`src/rtl/pipelined_write_rx_if.sv`:
```
// Link bundle for pipelined_write_rx: 10-bit write bus in, assembled write out.
// master = link driver/consumer side, slave = receiver.
interface pipelined_write_rx_if #(
  parameter int MAX_WR_CYCLES = 4,
  parameter int WR_WIDTH      = 8
);
  localparam int BW = WR_WIDTH + 2;
  localparam int OW = BW * (MAX_WR_CYCLES + 1);

  logic [BW-1:0] wr_bus;
  logic          out_vld;
  logic          out_rdy;
  logic [OW-1:0] out_write;
  logic [2:0]    out_beats;
  logic          wdone;
  logic          err_proto;
  logic          err_ovfl;
  logic          busy;

  modport master (
    output wr_bus, out_rdy,
    input  out_vld, out_write, out_beats,
    input  wdone, err_proto, err_ovfl, busy
  );

  modport slave (
    input  wr_bus, out_rdy,
    output out_vld, out_write, out_beats,
    output wdone, err_proto, err_ovfl, busy
  );
endinterface

```
`src/rtl/pipelined_write_rx.sv`:
```
// Pipelined-write receiver: reassembles cmd + 1..MAX data beats into one
// write held on a valid/ready register, with wdone and error pulses.
// Ports: clk, rst_n (async low), bus (slave): wr_bus, out_rdy in;
//   out_vld, out_write {cmd,dat0..dat3}, out_beats, wdone, err_proto,
//   err_ovfl, busy out.
// Optional: PIPELINED_WRITE_RX_TIMEOUT_EN aborts a write after
//   TIMEOUT_CYC consecutive IDLE cycles.
module pipelined_write_rx #(
  parameter int MAX_WR_CYCLES = 4,
  parameter int WR_WIDTH      = 8,
  parameter int TIMEOUT_CYC   = 16
) (
  input logic                clk,
  input logic                rst_n,
  pipelined_write_rx_if.slave bus
);
  localparam int BW = WR_WIDTH + 2;
  localparam int OW = BW * (MAX_WR_CYCLES + 1);
  localparam int IW = $clog2(MAX_WR_CYCLES);

  typedef enum logic [1:0] {
    CT_IDLE  = 2'd0,
    CT_VALID = 2'd1,
    CT_DONE  = 2'd2,
    CT_RSVD  = 2'd3
  } cycle_type_e;

  typedef enum logic [1:0] {
    WT_STD    = 2'd0,
    WT_MULTI  = 2'd1,
    WT_SINGLE = 2'd2
  } write_type_e;

  typedef enum logic {
    S_IDLE,
    S_DATA
  } state_e;

  state_e                          state_q, state_d;
  logic [BW-1:0]                   cmd_q, cmd_d;
  logic [2:0]                      n_q, n_d;
  logic [2:0]                      cnt_q, cnt_d;
  write_type_e                     wt_q, wt_d;
  logic [MAX_WR_CYCLES-1:0][BW-1:0] slot_q, slot_d;
  logic                            out_vld_q, out_vld_d;
  logic [OW-1:0]                   out_write_q, out_write_d;
  logic [2:0]                      out_beats_q, out_beats_d;
  logic                            wdone_q, wdone_d;
  logic                            err_proto_q, err_proto_d;
  logic                            err_ovfl_q, err_ovfl_d;

  cycle_type_e   ct;
  logic          beat;
  logic          fin;
  logic          last;
  logic [2:0]    cnt_inc;
  logic [OW-1:0] asm_w;

`ifdef PIPELINED_WRITE_RX_TIMEOUT_EN
  localparam int TW = $clog2(TIMEOUT_CYC + 1);
  logic [TW-1:0] idle_q, idle_d;
`else
  logic unused_timeout;
  assign unused_timeout = (TIMEOUT_CYC > 0);
`endif

  always_comb begin
    state_d     = state_q;
    cmd_d       = cmd_q;
    n_d         = n_q;
    cnt_d       = cnt_q;
    wt_d        = wt_q;
    slot_d      = slot_q;
    out_vld_d   = out_vld_q;
    out_write_d = out_write_q;
    out_beats_d = out_beats_q;
    wdone_d     = 1'b0;
    err_proto_d = 1'b0;
    err_ovfl_d  = 1'b0;
    beat        = 1'b0;
    fin         = 1'b0;
    last        = 1'b0;
    asm_w       = '0;
    ct          = cycle_type_e'(bus.wr_bus[BW-1 -: 2]);
    cnt_inc     = cnt_q + 3'd1;
`ifdef PIPELINED_WRITE_RX_TIMEOUT_EN
    idle_d      = idle_q;
`endif

    if (out_vld_q && bus.out_rdy) out_vld_d = 1'b0;

    unique case (state_q)
      S_IDLE: begin
        if (bus.wr_bus[BW-1]) begin
          cmd_d   = bus.wr_bus;
          n_d     = (bus.wr_bus[4:3] == 2'd0) ?
                    3'(MAX_WR_CYCLES) : {1'b0, bus.wr_bus[4:3]};
          cnt_d   = '0;
          slot_d  = '0;
          state_d = S_DATA;
`ifdef PIPELINED_WRITE_RX_TIMEOUT_EN
          idle_d  = '0;
`endif
          if (bus.wr_bus[2:0] > 3'd2) begin
            err_proto_d = 1'b1;
            wt_d        = WT_STD;
          end else begin
            wt_d = write_type_e'(bus.wr_bus[1:0]);
          end
        end
      end
      S_DATA: begin
        unique case (1'b1)
          (ct == CT_RSVD):                   err_proto_d = 1'b1;
          (ct == CT_VALID || ct == CT_DONE): beat = 1'b1;
          default: ;
        endcase

        if (beat) begin
          slot_d[cnt_q[IW-1:0]] = bus.wr_bus;
          cnt_d = cnt_inc;
          if (wt_q == WT_MULTI) wdone_d = 1'b1;
          last = (cnt_inc == n_q);
          fin  = (ct == CT_DONE) || last;
          // DONE early or missing DONE on the last beat both complete
          // the write but flag a protocol error.
          if (fin && ((ct == CT_DONE) != last)) err_proto_d = 1'b1;
        end

`ifdef PIPELINED_WRITE_RX_TIMEOUT_EN
        idle_d = beat ? '0 : idle_q + TW'(1);
        if (!beat && idle_d == TW'(TIMEOUT_CYC)) begin
          state_d     = S_IDLE;
          err_proto_d = 1'b1;
          idle_d      = '0;
        end
`endif

        if (fin) begin
          state_d = S_IDLE;
          asm_w[OW-1 -: BW] = cmd_q;
          for (int i = 0; i < MAX_WR_CYCLES; i++)
            asm_w[OW-BW*(i+2) +: BW] = slot_d[i];
          // Holding register free (or being drained this cycle): load.
          if (!out_vld_q || bus.out_rdy) begin
            out_vld_d   = 1'b1;
            out_write_d = asm_w;
            out_beats_d = cnt_inc;
            if (wt_q == WT_SINGLE) wdone_d = 1'b1;
          end else begin
            err_ovfl_d = 1'b1;
          end
        end
      end
      default: state_d = S_IDLE;
    endcase
  end

  always_ff @(posedge clk or negedge rst_n) begin
    if (!rst_n) begin
      state_q     <= S_IDLE;
      cmd_q       <= '0;
      n_q         <= '0;
      cnt_q       <= '0;
      wt_q        <= WT_STD;
      slot_q      <= '0;
      out_vld_q   <= 1'b0;
      out_write_q <= '0;
      out_beats_q <= '0;
      wdone_q     <= 1'b0;
      err_proto_q <= 1'b0;
      err_ovfl_q  <= 1'b0;
    end else begin
      state_q     <= state_d;
      cmd_q       <= cmd_d;
      n_q         <= n_d;
      cnt_q       <= cnt_d;
      wt_q        <= wt_d;
      slot_q      <= slot_d;
      out_vld_q   <= out_vld_d;
      out_write_q <= out_write_d;
      out_beats_q <= out_beats_d;
      wdone_q     <= wdone_d;
      err_proto_q <= err_proto_d;
      err_ovfl_q  <= err_ovfl_d;
    end
  end

`ifdef PIPELINED_WRITE_RX_TIMEOUT_EN
  always_ff @(posedge clk or negedge rst_n) begin
    if (!rst_n) idle_q <= '0;
    else        idle_q <= idle_d;
  end
`endif

  assign bus.out_vld   = out_vld_q;
  assign bus.out_write = out_write_q;
  assign bus.out_beats = out_beats_q;
  assign bus.wdone     = wdone_q;
  assign bus.err_proto = err_proto_q;
  assign bus.err_ovfl  = err_ovfl_q;
  assign bus.busy      = (state_q == S_DATA);
endmodule
```
`src/flat_wrapper.sv`:
```
// flat-port wrapper written by rule: the top's interface ports become plain ports
module pipelined_write_rx_flat 
#(
  parameter int MAX_WR_CYCLES = 4,
  parameter int WR_WIDTH      = 8,
  parameter int TIMEOUT_CYC   = 16
)
  (clk, rst_n, bus_wr_bus, bus_out_rdy, bus_out_vld, bus_out_write, bus_out_beats, bus_wdone, bus_err_proto, bus_err_ovfl, bus_busy);
  pipelined_write_rx_if #(.MAX_WR_CYCLES(MAX_WR_CYCLES), .WR_WIDTH(WR_WIDTH)) bus_i ();
  input logic clk;
  input logic rst_n;
  input wire logic [$bits(bus_i.wr_bus)-1:0] bus_wr_bus;
  input wire logic [$bits(bus_i.out_rdy)-1:0] bus_out_rdy;
  output wire logic [$bits(bus_i.out_vld)-1:0] bus_out_vld;
  output wire logic [$bits(bus_i.out_write)-1:0] bus_out_write;
  output wire logic [$bits(bus_i.out_beats)-1:0] bus_out_beats;
  output wire logic [$bits(bus_i.wdone)-1:0] bus_wdone;
  output wire logic [$bits(bus_i.err_proto)-1:0] bus_err_proto;
  output wire logic [$bits(bus_i.err_ovfl)-1:0] bus_err_ovfl;
  output wire logic [$bits(bus_i.busy)-1:0] bus_busy;
  assign bus_i.wr_bus = bus_wr_bus;
  assign bus_i.out_rdy = bus_out_rdy;
  assign bus_out_vld = bus_i.out_vld;
  assign bus_out_write = bus_i.out_write;
  assign bus_out_beats = bus_i.out_beats;
  assign bus_wdone = bus_i.wdone;
  assign bus_err_proto = bus_i.err_proto;
  assign bus_err_ovfl = bus_i.err_ovfl;
  assign bus_busy = bus_i.busy;
  pipelined_write_rx #(.MAX_WR_CYCLES(MAX_WR_CYCLES), .WR_WIDTH(WR_WIDTH), .TIMEOUT_CYC(TIMEOUT_CYC)) u_core (.clk(clk), .rst_n(rst_n), .bus(bus_i));
endmodule
```
`config.mk`:
```
export PLATFORM = sky130hd
export DESIGN_NAME = pipelined_write_rx_flat
export DESIGN_NICKNAME = d
export VERILOG_FILES = /design/src/rtl/pipelined_write_rx_if.sv /design/src/rtl/pipelined_write_rx.sv /design/src/flat_wrapper.sv
export SDC_FILE = /design/constraint.sdc
export NUM_CORES = 1
export LEC_CHECK = 0
export ABC_AREA = 0
export CELL_PAD_IN_SITES_DETAIL_PLACEMENT = 1
export CELL_PAD_IN_SITES_GLOBAL_PLACEMENT = 1
export CORE_UTILIZATION = 38
export DETAILED_ROUTE_END_ITERATION = 8
export PLACE_DENSITY_LB_ADDON = 0.1
export SETUP_SLACK_MARGIN = 0.15
export SYNTH_ARGS = -nofsm -noshare
export SYNTH_HDL_FRONTEND = slang
export SYNTH_SLANG_ARGS = --single-unit
```
`constraint.sdc`:
```
create_clock -name clk -period 2.2 [get_ports clk]
set_input_delay 0.33 -clock clk [delete_from_list [all_inputs] [get_ports clk]]
set_output_delay 0.33 -clock clk [all_outputs]
set_load 0.02 [all_outputs]
```
==> qor.txt, run 1 <==
Syn Inst Count -> 531
syn_area_per_cell -> 9.43 um^2
die height -> 117 um
arrival time at the worst endpoint -> 2380 ps
CP Launch Type -> flip-flop
DRC viols -> 0
final setup fails -> 0
total gr overflow -> 0
post-synthesis register bit count -> 116
DR pass1 iterations -> 4
setup ws final -> 111 ps
Clock Tree Buf Depth -> 2
grt met2 use -> 41.1%
result of the run -> complete, no violations
grt met1 use -> 29.9%
nets -> 635
worst path required time -> 2490 ps
drt wl/cell -> 19.1 um
initial antenna violation count -> 0
critical path fanouts, max -> 6
CTS clock-pin slew for the worst setup and hold paths -> 50 ps
gp weighted congestion -> 0.793
Initial Util -> 39.4%
fin util -> 53.2%
total of max-cap violations -> 0
Hold Path Class -> input port to async pin
worst-skew pair later-pin latency -> 410 ps
io pins -> 71
Setup Skew -> 5.40 ps
post-route ant nets -> 0
post-synthesis sequential area ratio -> 57.9%
Die ar. -> 13,600 um^2
final-report max-slew violation count -> 0
Critical R2R Launch -> u_core.cnt_q[1]
die width -> 117 um
Syn Std Cell Area -> 5010 um^2
All-Layer GR Usage -> 24.1%
clock sink count -> 116
Warnings, synthesis -> 0
Netlist cell types -> 30
clock period minus worst slack -> 2090 ps
commonest non-fill, non-tap cell in the layout -> nand2_1
TritonCTS Buffers -> 17
detail-routed via count per cell -> 5.27
Initial DRC Count -> 147
syn_nets -> 549
met3 GRT Util -> 4.27%
unrepaired setup endpoints after global routing -> true
IO Port Bufs -> 70
CTS HTree Levels -> 4
GR peak layer -> met2
FF/Latch Area -> 2900 um^2
CP Cell Sequence -> inv_2 > ha_4 > xor2_4 > o31ai_4 > and2_4 > clkbuf_16 > mux2_2
most frequent cells in the layout -> nand2_1, dfrtp_1, clkdlybuf4s50_1
Filler cells -> 1,481
CTS tree -> yes
final hold viol count -> 0
cells on worst reg2reg path -> 7
Peak VDD IR -> 0.773 mV
n_diodes -> 0
CORE AREA -> 12,700 um^2
pin count of the biggest net entering global routing -> 50
CP max stage cell -> dfrtp_1
Rows -> 41
Reg2Reg Setup Slack -> 110 ps
Pwr Density -> 1660 nW/um^2
routed vias -> 4,229
vias in the first global route -> 4,456
Final Cycle Share -> 95.0%
layout cells sized above 1 -> 14.1%
area occupied by multi-input gates -> 1970 um^2
drt total wl -> 15.3 mm
first-pass GRT wire length -> 24.1 mm
dpl hpwl -> 9.64 mm
Slew @ Worst Pin -> 632 ps
Setup crit end kind -> flip-flop
CP Class -> flip-flop to flip-flop
RR Endpoint -> u_core.bus.out_write[48]
critical path's largest stage delay -> 410 ps
worst relative slew slack -> 57.8%
clock root buffer -> clkbuf_16
maximum clock frequency -> 479 MHz
Syn-to-layout area delta -> 35.0%
pre-CTS WS -> -204 ps
leakage -> 3.06 nW
## synthesized netlist by cell type
cell      count  area share [%]
xor3_1        1            0.47
clkbuf_1     34             2.5
and2_1        3            0.37
o22ai_1       1            0.12
ha_1          5             1.2
dfrtp_1     116              58
nand2_1     165              12
o21ai_0      13             1.3
o31ai_4       1            0.42
o21a_1        1            0.15
buf_4         5            0.75
a21oi_1      55             5.5
xor2_1        1            0.17
inv_1         6            0.45
nor4_1        1            0.12
buf_1         4            0.30
xnor2_1       2            0.35
or2_2         1            0.12
nor2b_1       6            0.75
a21o_1        1            0.15
nand2b_1      5            0.62
o31ai_1       2            0.30
a31oi_1      30             3.7
mux2_1        5             1.1
nor2_1        7            0.52
nand3_1      41             4.1
o32ai_1       1            0.17
mux2_2        7             1.6
buf_6         1            0.22
mux2i_1      10             2.0
## area by class of cell
cell class	count	area share (%)
clock buffers	28	7.49
clock inverters	4	0.666
multi-input cells	365	29.1
well taps	172	3.18
inverters	6	0.333
repair buffers	111	16.3
flip-flops and latches	116	42.9
## report_power, final
group / total [W] / internal, W / switching [W]
Clock: 0.00257 / 0.00167 / 0.000909
Combinational: 0.00495 / 0.00222 / 0.00273
Sequential: 0.00369 / 0.00311 / 0.000585
## cells by family (layout without fill, tap and decap cells)
kind of cell    Yosys count  after routing  synth area share (%)
simple gates            229            229                  19.0
flops                   116            116                  57.9
compound gates          105            105                  11.9
buf+inv                  50            149                  4.27
mux                      22             22                  4.70
fa+ha+maj                 5              5                  1.25
xor+xnor                  4              4                 0.999
## metal layers
layer | share of wire (%) | up-vias
li1 | - | 1953
met1 | 45 | 2151
met2 | 49 | 96
met3 | 3.1 | 29
met4 | 2.4 | 0
met5 | 0 | -
## registers in the layout (all words and copies together) (netlist names)
register,cells
u_core.cnt_q,3
u_core.bus.wdone,1
u_core.wt_q,2
u_core.bus.err_proto,1
u_core.bus.out_beats,3
u_core.cmd_q,10
u_core.bus.busy,1
u_core.slot_q,40
u_core.bus.out_vld,1
u_core.n_q,3
u_core.bus.out_write,50
u_core.bus.err_ovfl,1
## worst max-delay path: cells and delay by family, from the launching register on
family          cells  cell delay (ps)
xor+xnor            1              160
flops               1              410
mux                 1              330
buf+inv             2              270
simple gates        1              240
compound gates      1              320
fa+ha+maj           1              230
## metrics by stage
step | total power [W] | cells | hold slack, ps | setup TNS [ps] | cell area [um^2]
after floorplan | 0.00635 | 531 | 34.4 | 0 | 5050
after global placement | 0.00823 | 764 | 206 | -2660 | 6090
after global routing | 0.0119 | 802 | 339 | 0 | 6760
after CTS | 0.0111 | 797 | 318 | 0 | 6660
after detailed placement | 0.00841 | 764 | 209 | -5600 | 6090
final | 0.0112 | 802 | 320 | 0 | 6760
## how the worst max path moves through the flow
| stage | startpoint | to | slack, ps |
|---|---|---|---|
| floorplan | u_core.cnt_q[0] | u_core.bus.out_write[43] | 160 |
| global placement | bus_wr_bus[8] | u_core.cnt_q[2] | -100 |
| detailed placement | bus_wr_bus[8] | u_core.cnt_q[2] | -200 |
| CTS | u_core.cnt_q[0] | u_core.bus.wdone | 130 |
| global route | u_core.cnt_q[0] | u_core.bus.out_write[48] | 80 |
| finish | u_core.cnt_q[1] | u_core.bus.out_write[48] | 110 |
## what timing repair did
| action | CTS | global route |
|---|---|---|
| endpoints found under the setup margin | 15 | 50 |
| cloned | 0 | 1 |
| hold buffers | 1 | 0 |
| pin swaps | 0 | 0 |
| setup buffers | 0 | 4 |
| endpoints found under the hold margin | 13 | 0 |
| gates resized for setup | 3 | 12 |
No activity file was read; power rests on OpenSTA's default activity.
==> inputs of run 2 (changes only) <==
- CORE_UTILIZATION: 38 -> 43
- DONT_BUFFER_PORTS: not set -> 1
==> qor.txt, run 2 (synthesis results as in run 1) <==
worst relative slew slack -> 60.4%
All-Layer GR Usage -> 25.5%
met2 routed WL -> 6.89 mm
die height -> 110 um
Placed Area -> 5200 um^2
clock sink count -> 116
io pins -> 71
Clk pwr share -> 27.7%
commonest non-fill, non-tap cell in the layout -> nand2_1
Psw -> 0.00398 W
Setup Skew -> 5.16 ps
Setup crit end kind -> flip-flop
maximum clock frequency -> 497 MHz
gp weighted congestion -> 0.764
Met3 Routed Length -> 709 um
final setup fails -> 0
layout cells sized above 1 -> 13.4%
vias in the first global route -> 4,016
Int Pwr -> 0.00610 W
total gr overflow -> 0
leakage -> 2.69 nW
Syn-to-layout area delta -> 16.9%
Highest Signal Layer -> met4
worst path required time -> 2490 ps
TritonCTS Buffers -> 17
Initial DRC Count -> 216
TNS Setup -> 0 ps
DR pass1 iterations -> 4
Slew @ Worst Pin -> 592 ps
placed insts -> 649
total of max-cap violations -> 0
routed vias -> 3,834
unrepaired setup endpoints after global routing -> true
result of the run -> finished with violations
final hold viol count -> 116
violated checks -> negative hold slack
Flop pwr share -> 43.2%
Hold Path Class -> input port to async pin
pin count of the biggest net entering global routing -> 117
hold_ws -> -388 ps
DRC viols -> 0
setup ws final -> 188 ps
Filler cells -> 1,268
post-route cell area -> 5860 um^2
CTS clock-pin slew for the worst setup and hold paths -> 60 ps
Pwr Density -> 1720 nW/um^2
critical path fanouts, max -> 13
worst path bufs/invs -> 1
IO Port Bufs -> 0
clock root buffer -> clkbuf_16
n_diodes -> 0
critical path's largest stage delay -> 390 ps
CP Launch Type -> flip-flop
Non-Filler Instances -> 686
dpl hpwl -> 8.41 mm
clock period minus worst slack -> 2010 ps
pre-CTS WS -> 110 ps
worst-skew pair later-pin latency -> 410 ps
initial antenna violation count -> 0
post-route ant nets -> 0
CP Class -> flip-flop to flip-flop
CP max stage cell -> dfrtp_1
drt total wl -> 14.3 mm
CP delay by family, top -> flip-flops
drt wl/cell -> 20.8 um
CTS HTree Levels -> 4
detail-routed via count per cell -> 5.59
Sw Share -> 39.5%
Largest register FFs -> 50
Peak VDD IR -> 0.614 mV
Final Cycle Share -> 91.4%
nets -> 548
Comb power frac -> 29.1%
final-report max-slew violation count -> 0
die width -> 110 um
Initial Util -> 44.1%
first-pass GRT wire length -> 22.4 mm
most frequent cells in the layout -> nand2_1, dfrtp_1, a21oi_1
Metal-1 WL -> 6.55 mm
CORE AREA -> 11,400 um^2
area occupied by multi-input gates -> 1930 um^2
CTS tree -> yes
CP Cell Sequence -> ha_2 > xor3_2 > o31ai_4 > and2_4 > buf_12 > mux2_2
arrival time at the worst endpoint -> 2310 ps
FF/Latch Area -> 2900 um^2
Die ar. -> 12,100 um^2
Rows -> 39
Clock Tree Buf Depth -> 2
run 2: final timing paths:
check	depth (start not counted)	start	to	slack [ps]
worst max-delay path	6	u_core.cnt_q[1]	u_core.bus.out_write[41]	190
worst min-delay path	0	rst_n	u_core.bus.out_write[22]	-390
worst max register to register	6	u_core.cnt_q[1]	u_core.bus.out_write[41]	190
worst min register to register	1	u_core.cmd_q[9]	u_core.cmd_q[9]	460
max in group asynchronous	0	rst_n	u_core.bus.out_vld	2450
min in group clk	1	bus_wr_bus[3]	u_core.n_q[2]	20
run 2: layer usage:
| layer | GRT usage (%) | vias up |
|---|---|---|
| li1 | - | 1776 |
| met1 | 33.0 | 1958 |
| met2 | 41.5 | 89 |
| met3 | 7.17 | 11 |
| met4 | 7.81 | 0 |
| met5 | 0 | - |
run 2: area by class of cell:
type	count	share of cell area (%)
repair buffers	24	3.78
clock buffers	23	8.50
clock inverters	9	1.71
inverters	6	0.384
well taps	143	3.05
multi-input cells	365	33.0
flip-flops and latches	116	49.6
run 2: per-stage QoR:
stage | util [%] | power (W)
final | 51.5 | 0.0101
after global routing | 51.5 | 0.0107
after CTS | 51.1 | 0.0101
after detailed placement | 45.7 | 0.00723
after global placement | 45.7 | 0.00707
after floorplan | - | 0.00635
run 2: power groups by stage:
stage | Combinational, W | Clock (W) | Sequential (W)
floorplan | 0.00214 | 0 | 0.00421
global placement | 0.00271 | 0 | 0.00436
detailed placement | 0.00285 | 0 | 0.00438
CTS | 0.00289 | 0.00282 | 0.00436
global route | 0.00331 | 0.00292 | 0.00450
finish | 0.00293 | 0.00279 | 0.00435
run 2: repair_timing:
action,4_1_cts,5_1_grt
cloned,0,0
buffers inserted,0,5
endpoints found under the setup margin,12,48
endpoints found under the hold margin,116,116
resized for setup,4,3
pin swaps,0,1
